**src/rtl/imm_pkg.sv**
```systemverilog
// Shared immediate-packing types: extender op encodings, packer FSM states, beat layout.
// Latency: n/a (types only).
// Backpressure: n/a. Used by imm_pack, imm_classify and the immediate extender.
package imm_pkg;

   // Extender operation carried with every immediate beat.
   typedef enum logic [1:0] {
      EOP_SIGN     = 2'b00,   // sign-extend imm
      EOP_ZERO     = 2'b01,   // zero-extend imm
      EOP_UPPER    = 2'b10,   // imm << 16 (lui)
      EOP_SIGN_SH2 = 2'b11    // sign-extend imm, then << 2
   } eop_e;

   // Packer output stage state.
   typedef enum logic [1:0] {
      IDLE = 2'b00,   // output register empty
      ONE  = 2'b01,   // single beat (or low half of a split) held
      HI   = 2'b10    // upper beat held, low half parked in lo_q
   } state_e;

   // One output beat as held in the output register.
   typedef struct packed {
      eop_e        eop;
      logic [15:0] imm;
      logic        last;
   } beat_t;

endpackage

```
**src/rtl/imm_pack_if.sv**
```systemverilog
// Handshake bundle between a constant producer, imm_pack and the extender-side consumer.
// Latency: n/a (wires only).
// Backpressure: valid/ready on both sides; master = environment, slave = packer.
interface imm_pack_if;
   logic        in_valid;    // in_value holds a constant
   logic        in_ready;    // packer accepts in_value this cycle
   logic [31:0] in_value;    // constant to pack
   logic        out_valid;   // out_* hold a beat
   logic        out_ready;   // consumer takes the beat this cycle
   logic [15:0] out_imm;     // immediate field
   logic [1:0]  out_eop;     // extender op
   logic        out_last;    // final beat of the current constant

   modport master (
      output in_valid, in_value, out_ready,
      input  in_ready, out_valid, out_imm, out_eop, out_last
   );

   modport slave (
      input  in_valid, in_value, out_ready,
      output in_ready, out_valid, out_imm, out_eop, out_last
   );
endinterface

```
**src/rtl/imm_classify.sv**
```systemverilog
// Decides whether a 32-bit constant fits one extender op and produces that op's imm field.
// Latency: combinational.
// Backpressure: none. Ports: value/allow_sh2 in; fits/eop/imm out (upper beat when !fits).
module imm_classify
   import imm_pkg::*;
(
   input  logic [31:0] value,
   input  logic        allow_sh2,
   output logic        fits,
   output eop_e        eop,
   output logic [15:0] imm
);

   always_comb begin
      fits = 1'b1;
      eop  = EOP_SIGN;
      imm  = value[15:0];
      if (value[31:15] == {17{value[15]}}) begin
         eop = EOP_SIGN;
         imm = value[15:0];
      end else if (value[31:16] == 16'h0000) begin
         eop = EOP_ZERO;
         imm = value[15:0];
      end else if (value[15:0] == 16'h0000) begin
         eop = EOP_UPPER;
         imm = value[31:16];
      end else if (allow_sh2 && (value[1:0] == 2'b00) &&
                   (value[31:17] == {15{value[17]}})) begin
         eop = EOP_SIGN_SH2;
         imm = value[17:2];
      end else begin
         // Does not fit: report the first beat of the lui + zero-extend pair.
         fits = 1'b0;
         eop  = EOP_UPPER;
         imm  = value[31:16];
      end
   end

endmodule

```
**src/rtl/imm_pack.sv**
```systemverilog
// Packs 32-bit constants into 1 or 2 {eop, imm16, last} beats for the immediate extender.
// Latency: 1 cycle accept-to-out_valid (registered output); 1 constant/cycle when single-beat.
// Backpressure: in_ready = IDLE || (ONE && out_ready); low in HI and during reset.
// Ports: clk, reset (sync, active-high), bus (imm_pack_if.slave). ALLOW_SHIFT2 enables eop 11.
// Optional: define IMM_PACK_STATS_EN to add stat_single/stat_split accepted-constant counters.
module imm_pack
   import imm_pkg::*;
#(
   parameter int ALLOW_SHIFT2 = 1
) (
   input  logic        clk,
   input  logic        reset,
   imm_pack_if.slave   bus
`ifdef IMM_PACK_STATS_EN
   ,
   output logic [31:0] stat_single,
   output logic [31:0] stat_split
`endif
);

   state_e      state_q, state_d;
   beat_t       beat_q, beat_d;
   logic [15:0] lo_q, lo_d;      // low half of a split constant, waiting behind the upper beat

   logic        accept;
   logic        cls_fits;
   eop_e        cls_eop;
   logic [15:0] cls_imm;

   imm_classify u_classify (
      .value     (bus.in_value),
      .allow_sh2 (ALLOW_SHIFT2 != 0),
      .fits      (cls_fits),
      .eop       (cls_eop),
      .imm       (cls_imm)
   );

   // Gated by reset so nothing is accepted on an edge that is about to clear the state.
   assign bus.in_ready = !reset &&
                         ((state_q == IDLE) || ((state_q == ONE) && bus.out_ready));
   assign accept       = bus.in_valid && bus.in_ready;

   always_comb begin
      state_d = state_q;
      beat_d  = beat_q;
      lo_d    = lo_q;
      case (state_q)
         IDLE: ;
         ONE: begin
            if (bus.out_ready) state_d = IDLE;
         end
         HI: begin
            if (bus.out_ready) begin
               state_d     = ONE;
               beat_d.eop  = EOP_ZERO;
               beat_d.imm  = lo_q;
               beat_d.last = 1'b1;
            end
         end
         default: state_d = IDLE;
      endcase
      // Acceptance only happens in IDLE or while ONE drains, so the new beat
      // simply overrides the drain result: no bubble between constants.
      if (accept) begin
         beat_d.eop  = cls_eop;
         beat_d.imm  = cls_imm;
         beat_d.last = cls_fits;
         lo_d        = bus.in_value[15:0];
         state_d     = cls_fits ? ONE : HI;
      end
   end

   always_ff @(posedge clk) begin
      if (reset) begin
         state_q <= IDLE;
         beat_q  <= '0;
         lo_q    <= '0;
      end else begin
         state_q <= state_d;
         beat_q  <= beat_d;
         lo_q    <= lo_d;
      end
   end

   assign bus.out_valid = (state_q != IDLE);
   assign bus.out_imm   = beat_q.imm;
   assign bus.out_eop   = beat_q.eop;
   assign bus.out_last  = beat_q.last;

`ifdef IMM_PACK_STATS_EN
   always_ff @(posedge clk) begin
      if (reset) begin
         stat_single <= '0;
         stat_split  <= '0;
      end else if (accept) begin
         if (cls_fits) stat_single <= stat_single + 32'd1;
         else          stat_split  <= stat_split + 32'd1;
      end
   end
`endif

endmodule

```
**src/flat_wrapper.sv**
```systemverilog
// flat-port wrapper written by rule: the top's interface ports become plain ports
module imm_pack_flat import imm_pkg::*;
#(
   parameter int ALLOW_SHIFT2 = 1
)
  (clk, reset, bus_in_valid, bus_in_value, bus_out_ready, bus_in_ready, bus_out_valid, bus_out_imm, bus_out_eop, bus_out_last);
  imm_pack_if bus_i ();
  input  logic clk;
  input  logic reset;
  input wire logic [$bits(bus_i.in_valid)-1:0] bus_in_valid;
  input wire logic [$bits(bus_i.in_value)-1:0] bus_in_value;
  input wire logic [$bits(bus_i.out_ready)-1:0] bus_out_ready;
  output wire logic [$bits(bus_i.in_ready)-1:0] bus_in_ready;
  output wire logic [$bits(bus_i.out_valid)-1:0] bus_out_valid;
  output wire logic [$bits(bus_i.out_imm)-1:0] bus_out_imm;
  output wire logic [$bits(bus_i.out_eop)-1:0] bus_out_eop;
  output wire logic [$bits(bus_i.out_last)-1:0] bus_out_last;
  assign bus_i.in_valid = bus_in_valid;
  assign bus_i.in_value = bus_in_value;
  assign bus_i.out_ready = bus_out_ready;
  assign bus_in_ready = bus_i.in_ready;
  assign bus_out_valid = bus_i.out_valid;
  assign bus_out_imm = bus_i.out_imm;
  assign bus_out_eop = bus_i.out_eop;
  assign bus_out_last = bus_i.out_last;
  imm_pack #(.ALLOW_SHIFT2(ALLOW_SHIFT2)) u_core (.clk(clk), .reset(reset), .bus(bus_i));
endmodule
```
**config.mk**
```make
export PLATFORM = sky130hd
export DESIGN_NAME = imm_pack_flat
export DESIGN_NICKNAME = d
export VERILOG_FILES = /design/src/rtl/imm_pkg.sv /design/src/rtl/imm_pack_if.sv /design/src/rtl/imm_classify.sv /design/src/rtl/imm_pack.sv /design/src/flat_wrapper.sv
export SDC_FILE = /design/constraint.sdc
export NUM_CORES = 1
export LEC_CHECK = 0
export CAP_MARGIN = 10
export CELL_PAD_IN_SITES_DETAIL_PLACEMENT = 0
export CELL_PAD_IN_SITES_GLOBAL_PLACEMENT = 2
export CORE_MARGIN = 2
export CORE_UTILIZATION = 28
export CTS_CLUSTER_DIAMETER = 50
export DETAILED_ROUTE_END_ITERATION = 8
export PLACE_DENSITY = 0.78
export SLEW_MARGIN = 25
export SYNTH_ARGS = -nofsm -noshare
export SYNTH_HDL_FRONTEND = slang
export SYNTH_SLANG_ARGS = --single-unit
```
**constraint.sdc**
```tcl
create_clock -name clk -period 2.13 [get_ports clk]
set_clock_uncertainty 0.1 [all_clocks]
set_input_delay 0.213 -clock clk [delete_from_list [all_inputs] [get_ports clk]]
set_output_delay 0.213 -clock clk [all_outputs]
set_load 0.01 [all_outputs]
```
==> impl_metrics.env <==
export IMPL_status="completed"
export IMPL_first_global_vias=1835
export IMPL_drt_iter0_drc=122
export IMPL_p_int_uw=1340
export IMPL_start_util_pct=29.4
export IMPL_cts_max_level=2
export IMPL_die_area_sq_um=7420
export IMPL_port_buffers=56
export IMPL_grt_busiest_layer="met2"
export IMPL_totalPowerFinal_uw=1910
export IMPL_routabilityCongestion=0.830
export IMPL_hold_viol_final=0
export IMPL_grt_usage_pct=16.2
export IMPL_syn_inst=185
export IMPL_multi_input_area_sq_um=1070
export IMPL_rows=29
export IMPL_antenna_cells=0
export IMPL_powerDensity_nw_per_um2=649
export IMPL_tightest_slew_ps=413
export IMPL_area_growth_syn_to_layout_pct=55.6
export IMPL_async_reset_ff_share_pct=0
export IMPL_finalCriticalPeriod_ps=2010
export IMPL_cts_setup_buffers=0
export IMPL_cts_tree="yes"
export IMPL_cap_viol_max_count=0
export IMPL_ys_warn_count=0
export IMPL_seq_area_frac_synth_pct=39.2
export IMPL_fp_dieW_um=86.1
export IMPL_gr_total_overflow=0
export IMPL_dp_hpwl_mm=4.37
export IMPL_ys_flop_type="dfxtp_1"
export IMPL_critical_path_class="in2reg"
export IMPL_setup_ws_ps=118
export IMPL_use_met2_pct=24.6
export IMPL_p_sw_share_pct=29.7
export IMPL_clock_latency_ps=300
export IMPL_finalNetCount=321
export IMPL_avgSynthCellArea_sq_um=10.2
export IMPL_drive_above_1_share_pct=24.8
export IMPL_post_route_util_pct=45.8
export IMPL_rsz0062_at_grt="no"
export IMPL_coreArea_sq_um=6420
export IMPL_crit_path_top_delay_cell="clkdlybuf4s50_1"
export IMPL_register_area_sq_um=741
export IMPL_p_leak_uw=0.00125
export IMPL_cts_path_max_buffers=2
export IMPL_pre_cts_ws_ps=-167
export IMPL_ant_nets=0
export IMPL_cp_max_fo=9
export IMPL_grt_pass1_wl_mm=9.20
export IMPL_startpoint_type="primary input"
export IMPL_fmax_mhz=497
export IMPL_grt_max_degree=25
export IMPL_synth_cell_types=35
export IMPL_timing_slew_headroom_pct=72.2
export IMPL_cts_buffers=5
export IMPL_critPathTopFamily="buffers and inverters"
export IMPL_use_met1_pct=22.6
export IMPL_setup_tns_ps=0
export IMPL_hold_buffers=0
export IMPL_slowest_delay_ps=490
export IMPL_irDropWorstVdd_mv=0.300
export IMPL_synth_edf_count=0
export IMPL_cts_resized=0
export IMPL_drt_wl_total_mm=5.70
export IMPL_clk_root_buffer_cell="clkbuf_8"
export IMPL_die_y_um=86.1
export IMPL_syn_area_sq_um=1890
export IMPL_nFillCells=607
export IMPL_grt_util_met3_pct=3.37
export IMPL_post_route_period_util_pct=94.5
export IMPL_drc=0
export IMPL_cts_num_sinks=37
export IMPL_switching_power_uw=566
export IMPL_cts_clk_slew_worst_paths_ps=70
export IMPL_path_buf_inv=2
export IMPL_wl_per_cell_um=15.7
export IMPL_worstPathArrival_ps=2080
export IMPL_ios=57
export IMPL_antenna_found_initial=0
export IMPL_ys_seq_elements=37
export IMPL_seqPwrFrac_pct=42.9
export IMPL_vias=1815
export IMPL_required_ps=2200
export IMPL_drtPass1Iterations=4
export IMPL_path_cells="clkdlybuf4s50_1 -> nor4_1 -> nand4_1 -> o211ai_4 -> buf_12 -> mux2i_1 -> o221ai_1"
export IMPL_hold_path_class="reg2reg"
export IMPL_report_final_setup_viol=0
export IMPL_syn_nets=221
export IMPL_power_share_clock_pct=25.1
export IMPL_pwr_share_comb_pct=31.9
export IMPL_vias_per_cell=5.00
export IMPL_whs_ps=357
export IMPL_drv_slew=0
export IMPL_crit_path_end_kind="flop"
[Yosys cell counts (3+ instances only)]
library cell | instances | share of area [%]
dfxtp_1 | 37 | 39
mux2i_1 | 30 | 16
nor2_1 | 21 | 4.2
nand2_1 | 19 | 3.8
o221ai_2 | 11 | 8.7
nor4_1 | 10 | 3.3
a21oi_1 | 5 | 1.3
and4_1 | 5 | 2.3
nor3_1 | 5 | 1.3
buf_6 | 4 | 2.4
nand4_1 | 4 | 1.3
o221ai_1 | 4 | 1.9
nand3_1 | 3 | 0.79
[power groups by stage]
stage	clock network (uW)	registers [uW]	logic, uW
floorplan	0	851	257
global placement	0	833	611
detailed placement	0	832	612
CTS	493	818	615
global route	530	829	656
finish	479	818	609
[routing by layer]
| metal | vias to the layer above | part of all wire, % |
|---|---|---|
| met2 | 46 | 45 |
| li1 | 906 | - |
| met1 | 856 | 49 |
| met3 | 7 | 4.4 |
| met5 | - | 0 |
| met4 | 0 | 1.6 |
[worst register-to-register path, cell delays in order, from the launching register on]
cell and delay, ps:
dfxtp_1 360, or4b_4 590, nand2_8 130, o211ai_4 110, buf_4 190, a21oi_2 150
buf_4 130, nor3_1 30
[area by class of cell]
type                    instances  area share (%)
clock buffers                   6            2.47
repair buffers                101            32.3
inverters                       1           0.128
multi-input cells             139            36.3
flip-flops and latches         37            25.2
clock inverters                 2           0.341
well taps                      77            3.28
[cell usage in the layout, fill, tap and decap left out, types with 2 or more instances in the layout]
master / netlist / routed
and4_1: 5 / 5
o211ai_4: 2 / 2
clkdlybuf4s50_1: 0 / 56
and3_1: 2 / 2
a21oi_1: 5 / 5
dfxtp_1: 37 / 37
o221ai_2: 11 / 11
nand3_1: 3 / 3
nor2_1: 21 / 21
clkinv_2: 0 / 2
clkbuf_8: 0 / 5
nand4_1: 4 / 4
buf_12: 1 / 4
buf_4: 0 / 41
o221ai_1: 4 / 4
nand3b_1: 2 / 2
mux2i_1: 30 / 30
nand2_1: 19 / 19
nor4_1: 10 / 10
a211oi_1: 2 / 2
nor3_1: 5 / 5
[stage by stage]
stage / instance area [sq um] / cells
floorplan: 1890 / 185
global placement: 2860 / 355
detailed placement: 2860 / 355
CTS: 2940 / 363
global route: 2940 / 363
finish: 2940 / 363
[cells by family (layout without fill, tap and decap cells)]
| group | Yosys count | after routing | synth area share, % |
|---|---|---|---|
| simple gates | 80 | 80 | 23.8 |
| flops | 37 | 37 | 39.2 |
| mux | 30 | 30 | 15.9 |
| compound gates | 29 | 29 | 16.8 |
| buf+inv | 9 | 110 | 4.30 |
[flip-flops by register name, indices dropped and copies added, names as in the netlist]
name / flops
u_core.bus.out_eop: 2
u_core.state_q: 2
u_core.bus.out_last: 1
u_core.bus.out_imm: 16
u_core.lo_q: 16
[path summary, 6_finish.rpt]
kind | end | depth (start not counted) | from | slack (ps)
setup / recovery | u_core.bus.out_imm[3]$_SDFFE_PP0P_ | 7 | bus_in_value[15] | 120
hold / removal | u_core.bus.out_eop[1]$_SDFFE_PP0P_ | 2 | u_core.bus.out_eop[1]$_SDFFE_PP0P_ | 360
setup reg to reg | u_core.bus.out_last$_SDFFE_PP0P_ | 7 | u_core.state_q[1]$_SDFFE_PP0P_ | 230
hold reg to reg | u_core.bus.out_eop[1]$_SDFFE_PP0P_ | 2 | u_core.bus.out_eop[1]$_SDFFE_PP0P_ | 360
(Power assumes the default switching activity.)
